File: src/rtl/mvu_pkg.sv
// Shared MVU lane definitions: default widths used by the scheduler, zigzagu
// and the shift-accumulator, plus the scheduler state encoding.
package mvu_pkg;

  localparam int MVU_BWADDR = 21;
  localparam int MVU_BPREC  = 4;
  localparam int MVU_BLEN   = 16;

  typedef enum logic [1:0] {
    IDLE = 2'd0,
    RUN  = 2'd1,
    DONE = 2'd2
  } mvu_sched_state_t;

endpackage

File: src/rtl/mvu_sched.sv
// Per-lane MVU job scheduler: accepts a descriptor, steps zigzagu over every
// bit-plane pair of every tile and issues registered read addresses.
module mvu_sched
  import mvu_pkg::*;
#(
  parameter int BWADDR = MVU_BWADDR,
  parameter int BPREC  = MVU_BPREC,
  parameter int BLEN   = MVU_BLEN
) (
  input  logic              clk,
  input  logic              rst_n,
  input  logic              cmd_valid,
  output logic              cmd_ready,
  input  logic [BPREC-1:0]  cmd_pw,
  input  logic [BPREC-1:0]  cmd_pd,
  input  logic [BWADDR-1:0] cmd_wbase,
  input  logic [BWADDR-1:0] cmd_dbase,
  input  logic [BLEN-1:0]   cmd_len,
  input  logic              stall,
  output logic              zz_clr,
  output logic              zz_step,
  output logic [BPREC-1:0]  zz_pw,
  output logic [BPREC-1:0]  zz_pd,
  input  logic              zz_sh,
  input  logic [BPREC-1:0]  zz_offw,
  input  logic [BPREC-1:0]  zz_offd,
  output logic              rd_en,
  output logic [BWADDR-1:0] waddr,
  output logic [BWADDR-1:0] daddr,
  output logic              acc_sh,
  output logic              acc_last,
  output logic              busy,
  output logic              done
);

  localparam int NPW = 2 * BPREC;
  localparam logic [NPW-1:0]  PAIR_ONE = NPW'(1);
  localparam logic [BLEN-1:0] TILE_ONE = BLEN'(1);

  mvu_sched_state_t  state_q;
  logic [BPREC-1:0]  pw_q, pd_q;
  logic [BLEN-1:0]   len_q, tc_q;
  logic [NPW-1:0]    npairs_q, pc_q;
  logic [BWADDR-1:0] wtile_q, dtile_q;
  logic [BWADDR-1:0] waddr_q, daddr_q;
  logic              rd_en_q, acc_sh_q, acc_last_q;

  logic              issue, last_pair, last_tile, degenerate;
  logic [NPW-1:0]    npairs_d;
  logic [BWADDR-1:0] waddr_d, daddr_d;

  assign issue      = (state_q == RUN) && !stall;
  assign last_pair  = (pc_q == npairs_q - PAIR_ONE);
  assign last_tile  = (tc_q == len_q - TILE_ONE);
  assign degenerate = (cmd_pw == '0) || (cmd_pd == '0) || (cmd_len == '0);
  assign npairs_d   = NPW'(cmd_pw) * NPW'(cmd_pd);
  assign waddr_d    = wtile_q + BWADDR'(zz_offw);
  assign daddr_d    = dtile_q + BWADDR'(zz_offd);

  // zz_step is combinational so a stall freezes the generator in the same cycle.
  assign cmd_ready = (state_q == IDLE);
  assign zz_clr    = (state_q == IDLE);
  assign zz_step   = issue;
  assign busy      = (state_q == RUN);
  assign done      = (state_q == DONE);
  assign zz_pw     = pw_q;
  assign zz_pd     = pd_q;
  assign rd_en     = rd_en_q;
  assign waddr     = waddr_q;
  assign daddr     = daddr_q;
  assign acc_sh    = acc_sh_q;
  assign acc_last  = acc_last_q;

  always_ff @(posedge clk or negedge rst_n) begin
    if (!rst_n) begin
      state_q    <= IDLE;
      pw_q       <= '0;
      pd_q       <= '0;
      len_q      <= '0;
      tc_q       <= '0;
      npairs_q   <= '0;
      pc_q       <= '0;
      wtile_q    <= '0;
      dtile_q    <= '0;
      waddr_q    <= '0;
      daddr_q    <= '0;
      rd_en_q    <= 1'b0;
      acc_sh_q   <= 1'b0;
      acc_last_q <= 1'b0;
    end else begin
      case (state_q)
        IDLE: begin
          rd_en_q <= 1'b0;
          if (cmd_valid) begin
            pw_q     <= cmd_pw;
            pd_q     <= cmd_pd;
            len_q    <= cmd_len;
            npairs_q <= npairs_d;
            pc_q     <= '0;
            tc_q     <= '0;
            wtile_q  <= cmd_wbase;
            dtile_q  <= cmd_dbase;
            state_q  <= degenerate ? DONE : RUN;
          end
        end
        RUN: begin
          rd_en_q <= !stall;
          if (!stall) begin
            waddr_q    <= waddr_d;
            daddr_q    <= daddr_d;
            acc_sh_q   <= zz_sh;
            acc_last_q <= last_pair;
            // zigzagu wraps to (0,0) on this same step, so only the tile bases move.
            if (last_pair) begin
              pc_q    <= '0;
              tc_q    <= tc_q + TILE_ONE;
              wtile_q <= wtile_q + BWADDR'(pw_q);
              dtile_q <= dtile_q + BWADDR'(pd_q);
              if (last_tile) state_q <= DONE;
            end else begin
              pc_q <= pc_q + PAIR_ONE;
            end
          end
        end
        DONE: begin
          rd_en_q <= 1'b0;
          state_q <= IDLE;
        end
        default: state_q <= IDLE;
      endcase
    end
  end

endmodule
File: config.mk
export PLATFORM = sky130hd
export DESIGN_NAME = mvu_sched
export DESIGN_NICKNAME = d
export VERILOG_FILES = /design/src/rtl/mvu_pkg.sv /design/src/rtl/mvu_sched.sv
export SDC_FILE = /design/constraint.sdc
export NUM_CORES = 1
export LEC_CHECK = 0
export ABC_AREA = 0
export BUFFER_PORTS_ARGS = -buffer_cell sky130_fd_sc_hd__buf_2
export CELL_PAD_IN_SITES_DETAIL_PLACEMENT = 1
export CELL_PAD_IN_SITES_GLOBAL_PLACEMENT = 1
export CORE_AREA = 2 2 106 185
export CTS_BUF_LIST = sky130_fd_sc_hd__clkbuf_8
export CTS_CLUSTER_DIAMETER = 50
export DETAILED_ROUTE_END_ITERATION = 10
export DIE_AREA = 0 0 108 187
export GPL_TIMING_DRIVEN = 0
export PLACE_DENSITY_LB_ADDON = 0.1
export SYNTH_ARGS = -nofsm -noshare
export SYNTH_HDL_FRONTEND = slang
export SYNTH_SLANG_ARGS = --single-unit
File: constraint.sdc
create_clock -name clk -period 4.6 [get_ports clk]
set_input_delay 0.46 -clock clk [delete_from_list [all_inputs] [get_ports clk]]
set_output_delay 0.46 -clock clk [all_outputs]
set_load 0.02 [all_outputs]
==> summary.md, run 1 <==
| Metric | Value |
|---|---|
| Status | `completed` |
| WP depth | `7` |
| Post-CTS Setup Inserts | `0` |
| Final min period | `approximately 3.3 ns` |
| Hold Startpoint | `zz_sh` |
| CP Launch Type | `flip-flop` |
| Number of flops mapped to enable cells by yosys | `0` |
| Max-slew violation count | `0` |
| HP Class | `in -> reg` |
| Bufs on Longest Clock Path | `2` |
| Grt ovf | `0` |
| Die Ht | `187 microns` |
| Max-Cap Viols | `0` |
| Share of the synthesized area in the top cell type | `0.408` |
| Ranking of synthesized cells by area | `dfrtp_1 (41%), nand2_1 (8.3%), xnor2_1 (5.6%)` |
| Clk_lat worst skew | `0.47 ns` |
| Worst EP required | `4.92 ns` |
| Hold buffer count at cts | `1` |
| R2R cell count | `7` |
| Setup-failing EPs final | `0` |
| Commonest non-fill, non-tap cell in the layout | `nand2_1` |
| Cell Pwr Density | `727 nW/um^2` |
| Clk slew on worst S/H paths | `0.09 ns` |
| Final Skew | `0.0120 ns` |
| Initial DRC count | `324` |
| Post-synth top flop | `dfrtp_1` |
| Initial antenna violation count | `1` |
| CP Cell Sequence | `nand2b_1 > a21oi_1 > nand2_1 > clkinv_1 > and3_1 > clkbuf_1 > a311oi_1` |
| Mux share of post-synthesis cell area | `0.00634` |
| Worst r2r src | `state_q[0]` |
| CP Buf/Inv Count | `2` |
| Commonest non-fill, non-tap cells in the layout | `nand2_1 (196), dfrtp_1 (145), buf_2 (140), nor2_1 (91), o21ai_0 (89)` |
| Yosys cell types | `69` |
| Placer Congestion | `0.893` |
| Synth Area in Compound Gates | `0.143` |
| Wire length per cell | `around 20 microns` |
| Resized Gates After CTS | `0` |
| Total GRT Usage | `0.306` |
| Placed cells | `approximately 1400` |
| Syn Inst Count | `1034` |
| Layout Cell Area excl Fill | `10300 sq um` |
| Post-DP Area | `9900 sq um` |
| Syn-to-layout area delta | `16.4%` |
| Layout Nets | `1310` |
| Pleak | `between 0.004 and 0.005 uW` |
| Area of the multi-input gates | `4900 sq um` |
| Fin. Hold Viols | `0` |
| Final worst path period share | `0.710` |
| Sequential cell area | `3630 sq um` |
| Fill cells | `2378` |
| Worst Tran Pin Value | `0.922 ns` |
| Setup CP Type | `reg -> reg` |
| Setup_tns | `0 ns` |
| # H-tree levels | `4` |
| Crit. Startpoint | `state_q[0]` |
| Row cnt | `67` |
| Die Width | `108 microns` |
| Routed wire length | `29700 microns` |
| Syn Std Cell Area | `8880 sq um` |
| Largest family of logic cells by synthesized area | `simple AND/OR/NAND/NOR gates` |
| Mapped Nets | `1153` |
| Asr flop ratio synth | `1.00` |
| Relative slew margins | `0.383` |
| Number of synthesis warnings | `0` |
| DRC errors left | `0` |
| Final ANT Viol Nets | `0` |
| Adder-cell share of the synthesized area | `0.0631` |
| CP peak stage delay | `about 0.70 ns` |
| Peak supply drop | `roughly 0.29 mV` |
| Slowest stage cell, crit path | `a21oi_1` |
| Worst setup EP type | `flip-flop` |
| Worst-path fanout max | `10` |
| Avg Cell Area, Syn | `8.59 sq um` |
| CP Data Arrival Time | `around 3.6 ns` |
| CTS tree | `done` |
| RSZ-0062 raised after global routing | `no` |
| Die area | `20200 sq um` |
| PortBufs | `136` |
| Fin cells | `around 1400` |
| Sequential area share after synthesis | `0.408` |
| Family with the most delay on the worst path | `compound AO/OA/AOI/OAI gates` |
| Area leader, netlist | `dfrtp_1` |
| Xor and xnor area share after synthesis | `0.0946` |
| Root Driver | `clkbuf_8` |
| Num CTS Buffers | `17` |
| Post-Synth Simple-Gate Area | `0.245` |
| Via Count | `8336` |
| CTS Sinks | `145` |
| DP Wirelength | `22500 microns` |
| Power Total | `about 7500 uW` |
| Layout cells sized above 1 | `0.164` |
| Drt via density | `just under 6` |
| DR pass1 iterations | `5` |
| Largest net degree at the start of global routing | `84` |
| Max Fclk | `around 300 MHz` |
| Vias in the first global route | `8864` |
| Yosys reg bits | `145` |
| Num ports | `137` |
| First-pass GRT wire length | `47100 microns` |
| Initial core utilization | `0.471` |
| Hold Path Stages | `3` |
| Core ar. | `18900 sq um` |
-- sequential cells by signal, indices dropped and copies added (netlist names) --
register / count
tc_q: 16
state_q: 2
daddr: 21
dtile_q: 21
wtile_q: 21
len_q: 16
acc_last: 1
rd_en: 1
acc_sh: 1
waddr: 21
pc_q: 8
zz_pw: 4
zz_pd: 4
npairs_q: 8
-- cell type report --
| class | instances | share of cell area |
|---|---|---|
| timing repair buffer | 138 | 0.0701 |
| clock inverter | 15 | 0.0188 |
| buffer | 54 | 0.0227 |
| antenna | 1 | 0.000242 |
| tap | 241 | 0.0292 |
| clock buffer | 17 | 0.0226 |
| sequential | 145 | 0.351 |
| inverter | 31 | 0.0113 |
| multi-input combinational | 804 | 0.474 |
-- metrics by stage --
stage,utilization,hold WS [ns],setup WS (ns)
after detailed placement,0.525,0.462,1.24
after floorplan,-,0.164,1.76
after global placement,0.523,0.456,0.834
final,0.548,0.188,1.34
after CTS,0.548,0.167,1.36
after global routing,0.548,0.197,1.17
-- kinds of logic after synthesis --
logic type      after synthesis
buf+inv                      85
mux                           5
fa+ha+maj                    40
compound gates              208
flops                       145
xor+xnor                     96
simple gates                455
-- synth_stat cells (3+ instances only) --
library cell  count
dfrtp_1         145
nand3_1          31
nor4_2            5
a32oi_1           3
a21o_1            6
inv_1            30
xnor2_1          57
nor2_1           91
o21ai_0          89
buf_2             5
mux2i_1           3
and2_1           14
nor3_1           17
nor2b_1          12
nand4_1          17
a21oi_1          47
and4_1            5
ha_1             32
and3_1           16
or4_1             3
o21bai_1          3
buf_6             3
clkbuf_1         44
a311oi_1          8
fa_1              8
or3_1             3
a211oi_1          8
o32ai_1           5
nand3b_1          5
o311ai_0          3
nand2_1         196
nor4_1           13
xor2_1           39
nand2b_1         13
o22ai_1           8
nor4b_2           3
-- final timing paths --
kind	endpoint	slack [ns]
setup / recovery	dtile_q[7]	1.34
hold reg to reg	waddr[13]	0.47
min in group asynchronous	waddr[9]	0.53
max in group asynchronous	wtile_q[11]	3.20
setup reg to reg	dtile_q[7]	1.34
hold / removal	acc_sh	0.19
-- power by group --
group / internal (uW) / switching [uW] / total, uW / leakage (uW)
registers: 1810 / 534 / 2350 / 0.00181
logic: 1400 / 2650 / 4040 / 0.00268
clock network: 586 / 540 / 1130 / 0.000205
total: 3800 / 3720 / 7520 / 0.00470
-- per-layer routing --
metal / share of wire / vias up / global-route usage / wire [microns]
met3: 0.038 / 74 / 0.0449 / 1130
met4: 0.043 / 0 / 0.144 / 1270
met5: 0 / - / 0 / 0
met1: 0.37 / 4122 / 0.330 / 10900
li1: - / 3889 / - / -
met2: 0.55 / 251 / 0.570 / 16400
-- worst min-delay path, delay by kind of cell --
| kind | cells | cell delay, ns |
|---|---|---|
| buf+inv | 1 | 0.08 |
| simple gates | 2 | 0.08 |
Power figures use the tool's default switching activity.
==> run 2: changes to the inputs <==
--- a/config.mk
+++ b/config.mk
@@ -9,11 +9,11 @@
 export BUFFER_PORTS_ARGS = -buffer_cell sky130_fd_sc_hd__buf_2
 export CELL_PAD_IN_SITES_DETAIL_PLACEMENT = 1
 export CELL_PAD_IN_SITES_GLOBAL_PLACEMENT = 1
-export CORE_AREA = 2 2 106 185
+export CORE_AREA = 2 2 116 203
 export CTS_BUF_LIST = sky130_fd_sc_hd__clkbuf_8
 export CTS_CLUSTER_DIAMETER = 50
 export DETAILED_ROUTE_END_ITERATION = 10
-export DIE_AREA = 0 0 108 187
+export DIE_AREA = 0 0 118 205
 export GPL_TIMING_DRIVEN = 0
 export PLACE_DENSITY_LB_ADDON = 0.1
 export SYNTH_ARGS = -nofsm -noshare
==> constraint.sdc (replaced) <==
create_clock -name clk -period 2.9 [get_ports clk]
set_input_delay 0.29 -clock clk [delete_from_list [all_inputs] [get_ports clk]]
set_output_delay 0.29 -clock clk [all_outputs]
set_load 0.02 [all_outputs]
==> run 2 against run 1 <==
Setup slack worse by 1.2 ns. Largest cell class unchanged. Sequential power is 58% higher. Largest power group unchanged. Critical endpoint is now dtile_q[10]. Sequential share of layout area down 0.90 points.
==> summary.md, run 2 (synthesis results as in run 1) <==
| Metric | Value |
|---|---|
| Final worst path period share | `0.950 (was 0.710)` |
| Post-DP Area | `9970 sq um (was 9900 sq um)` |
| Commonest non-fill, non-tap cells in the layout | `nand2_1 (195), dfrtp_1 (145), buf_2 (135), nor2_1 (89), o21ai_0 (89) (was nand2_1 (196), dfrtp_1 (145), buf_2 (140), nor2_1 (91), o21ai_0 (89))` |
| Commonest non-fill, non-tap cell in the layout | `nand2_1 (unchanged)` |
| Worst-path fanout max | `10 (unchanged)` |
| Layout cells sized above 1 | `0.176 (was 0.164)` |
| Setup CP Type | `reg -> reg (unchanged)` |
| DRC errors left | `0 (unchanged)` |
| Hold endpoint | `len_q[12] (was acc_sh)` |
| Power Total | `12200 uW (was 7520 uW)` |
| Peak supply drop | `0.397 mV (was 0.295 mV)` |
| Antenna cells | `0 (was 1)` |
| Setup-failing EPs final | `0 (unchanged)` |
| Syn-to-layout area delta | `19.5% (was 16.4%)` |
| Clk_lat worst skew | `0.49 ns (was 0.47 ns)` |
| Worst Tran Pin Value | `0.888 ns (was 0.922 ns)` |
| Initial antenna violation count | `0 (was 1)` |
| Status | `completed (unchanged)` |
| Worst setup EP type | `flip-flop (unchanged)` |
| # H-tree levels | `4 (unchanged)` |
| Placer Congestion | `0.840 (was 0.893)` |
| Setup_tns | `0 ns (unchanged)` |
| Pleak | `0.00480 uW (was 0.00470 uW)` |
| Drt via density | `5.40 (was 5.76)` |
| Max Fclk | `363 MHz (was 306 MHz)` |
| Cell Pwr Density | `1150 nW/um^2 (was 727 nW/um^2)` |
| Layout Cell Area excl Fill | `10600 sq um (was 10300 sq um)` |
| Layout Nets | `1314 (was 1310)` |
| Grt ovf | `0 (unchanged)` |
| Hold Startpoint | `cmd_len[12] (was zz_sh)` |
| Hold Path Stages | `3 (unchanged)` |
| RSZ-0062 raised after global routing | `yes (was no)` |
| Clk slew on worst S/H paths | `0.09 ns (about the same)` |
| Final min period | `2.75 ns (was 3.26 ns)` |
| R2r endpoint | `dtile_q[10] (was dtile_q[7])` |
| CTS tree | `done (unchanged)` |
| Num CTS Buffers | `17 (unchanged)` |
| Via Count | `8146 (was 8336)` |
| Core ar. | `22600 sq um (was 18900 sq um)` |
| Worst r2r src | `state_q[0] (unchanged)` |
| DP Wirelength | `23100 microns (was 22500 microns)` |
| Worst EP required | `3.26 ns (was 4.92 ns)` |
| Bufs on Longest Clock Path | `2 (unchanged)` |
| CP Launch Type | `flip-flop (unchanged)` |
| Fin. Hold Viols | `0 (unchanged)` |
| Largest net degree at the start of global routing | `76 (was 84)` |
| DR pass1 iterations | `6 (was 5)` |
| First-pass GRT wire length | `47900 microns (was 47100 microns)` |
| Max-Cap Viols | `0 (unchanged)` |
| Vias in the first global route | `8863 (was 8864)` |
| R2R cell count | `7 (unchanged)` |
| Initial core utilization | `0.394 (was 0.471)` |
| Total GRT Usage | `0.259 (was 0.306)` |
| Routed wire length | `30000 microns (was 29700 microns)` |
| Relative slew margins | `0.408 (was 0.383)` |
| Root Driver | `clkbuf_8 (unchanged)` |
| Row cnt | `73 (was 67)` |
| Max-slew violation count | `0 (unchanged)` |
| PortBufs | `136 (unchanged)` |
| Initial DRC count | `264 (was 324)` |
| Die Width | `118 microns (was 108 microns)` |
| Die area | `24200 sq um (was 20200 sq um)` |
| Die Ht | `205 microns (was 187 microns)` |
| Reg-to-reg slack, setup | `0.15 ns (was 1.34 ns)` |
| Num ports | `137 (unchanged)` |
| HP Class | `in -> reg (unchanged)` |
| Final ANT Viol Nets | `0 (unchanged)` |
| Final Skew | `0.0148 ns (was 0.0120 ns)` |
| CTS Sinks | `145 (unchanged)` |
| CP Data Arrival Time | `3.11 ns (was 3.58 ns)` |
| Wire length per cell | `19.9 microns (was 20.5 microns)` |
-- run 2: cell count changes in the layout (fill, tap and decap cells not counted), moves of 2 or more --
| cell | previous run | this run |
|---|---|---|
| buf_6 | 4 | 7 |
| bufinv_16 | 4 | 6 |
| buf_2 | 140 | 135 |
| clkinv_4 | 2 | 0 |
| clkbuf_1 | 44 | 36 |
| clkinvlp_4 | 5 | 2 |
| clkbuf_8 | 17 | 21 |
| dlygate4sd3_1 | 1 | 6 |
| nor2_4 | 0 | 2 |
| nor2_1 | 91 | 89 |
| clkbuf_2 | 0 | 6 |
-- run 2: metrics by stage --
stage           util  hold slack [ns]  setup WS [ns]  cells
4_1_cts        0.468          0.00103         0.0202   1508
3_3_place_gp   0.441            0.456         -0.788   1470
5_1_grt        0.470           0.0163       -0.00630   1508
6_report       0.470           0.0279          0.146   1508
2_1_floorplan      -         -0.00559          0.232   1034
3_5_place_dp   0.442            0.375         -0.351   1471
-- run 2: worst max path at each step --
stage / from / endpoint / slack, ns / depth (start not counted)
2_1_floorplan: cmd_pw[0] / npairs_q[7] / 0.23 / 11
3_3_place_gp: rst_n / pc_q[7] / -0.79 / 1
3_5_place_dp: state_q[0] / dtile_q[20] / -0.35 / 7
4_1_cts: npairs_q[0] / state_q[0] / 0.02 / 10
5_1_grt: state_q[1] / dtile_q[20] / -0.006 / 8
6_report: state_q[0] / dtile_q[10] / 0.15 / 7
-- run 2: metal layers --
| metal | routed length [microns] | vias to the layer above | share of wire | GRT usage |
|---|---|---|---|---|
| met5 | 0 | - | 0 | 0 |
| met4 | 1490 | 0 | 0.050 | 0.149 |
| met3 | 922 | 69 | 0.031 | 0.0381 |
| li1 | - | 3884 | - | - |
| met1 | 11100 | 4011 | 0.37 | 0.270 |
| met2 | 16400 | 182 | 0.55 | 0.491 |
-- run 2: what timing repair did --
action                                 4_1_cts  5_1_grt
gates resized for setup                     14       19
endpoints found under the hold margin       79        0
buffers inserted                             0        0
setup endpoints to repair                   61       59
hold buffers                                 6        0
-- run 2: final cells by class --
| type | count | area, sq um |
|---|---|---|
| Clock inverter | 11 | 206 |
| Tap cell | 300 | 375 |
| Clock buffer | 21 | 289 |
| Sequential cell | 145 | 3630 |
| Buffer | 53 | 263 |
| Fill cell | 2795 | 11900 |
| Multi-Input combinational cell | 804 | 4960 |
| Inverter | 31 | 120 |
| Timing Repair Buffer | 143 | 774 |
-- run 2: power breakdown --
group          switching [uW]  leakage (uW)  internal, uW
Combinational            4200       0.00274          2300
Clock                     819      0.000253          1200
Sequential                834       0.00181          2870
Total                    5850       0.00480          6370
-- run 2: worst max-delay path, stage by stage, from the launching register on --
cell	delay, ns
dfrtp_1	0.44
nand2b_1	0.20
a21oi_2	0.49
nand2_1	0.30
clkinvlp_4	0.30
and3_1	0.37
clkbuf_2	0.36
a311oi_1	0.15
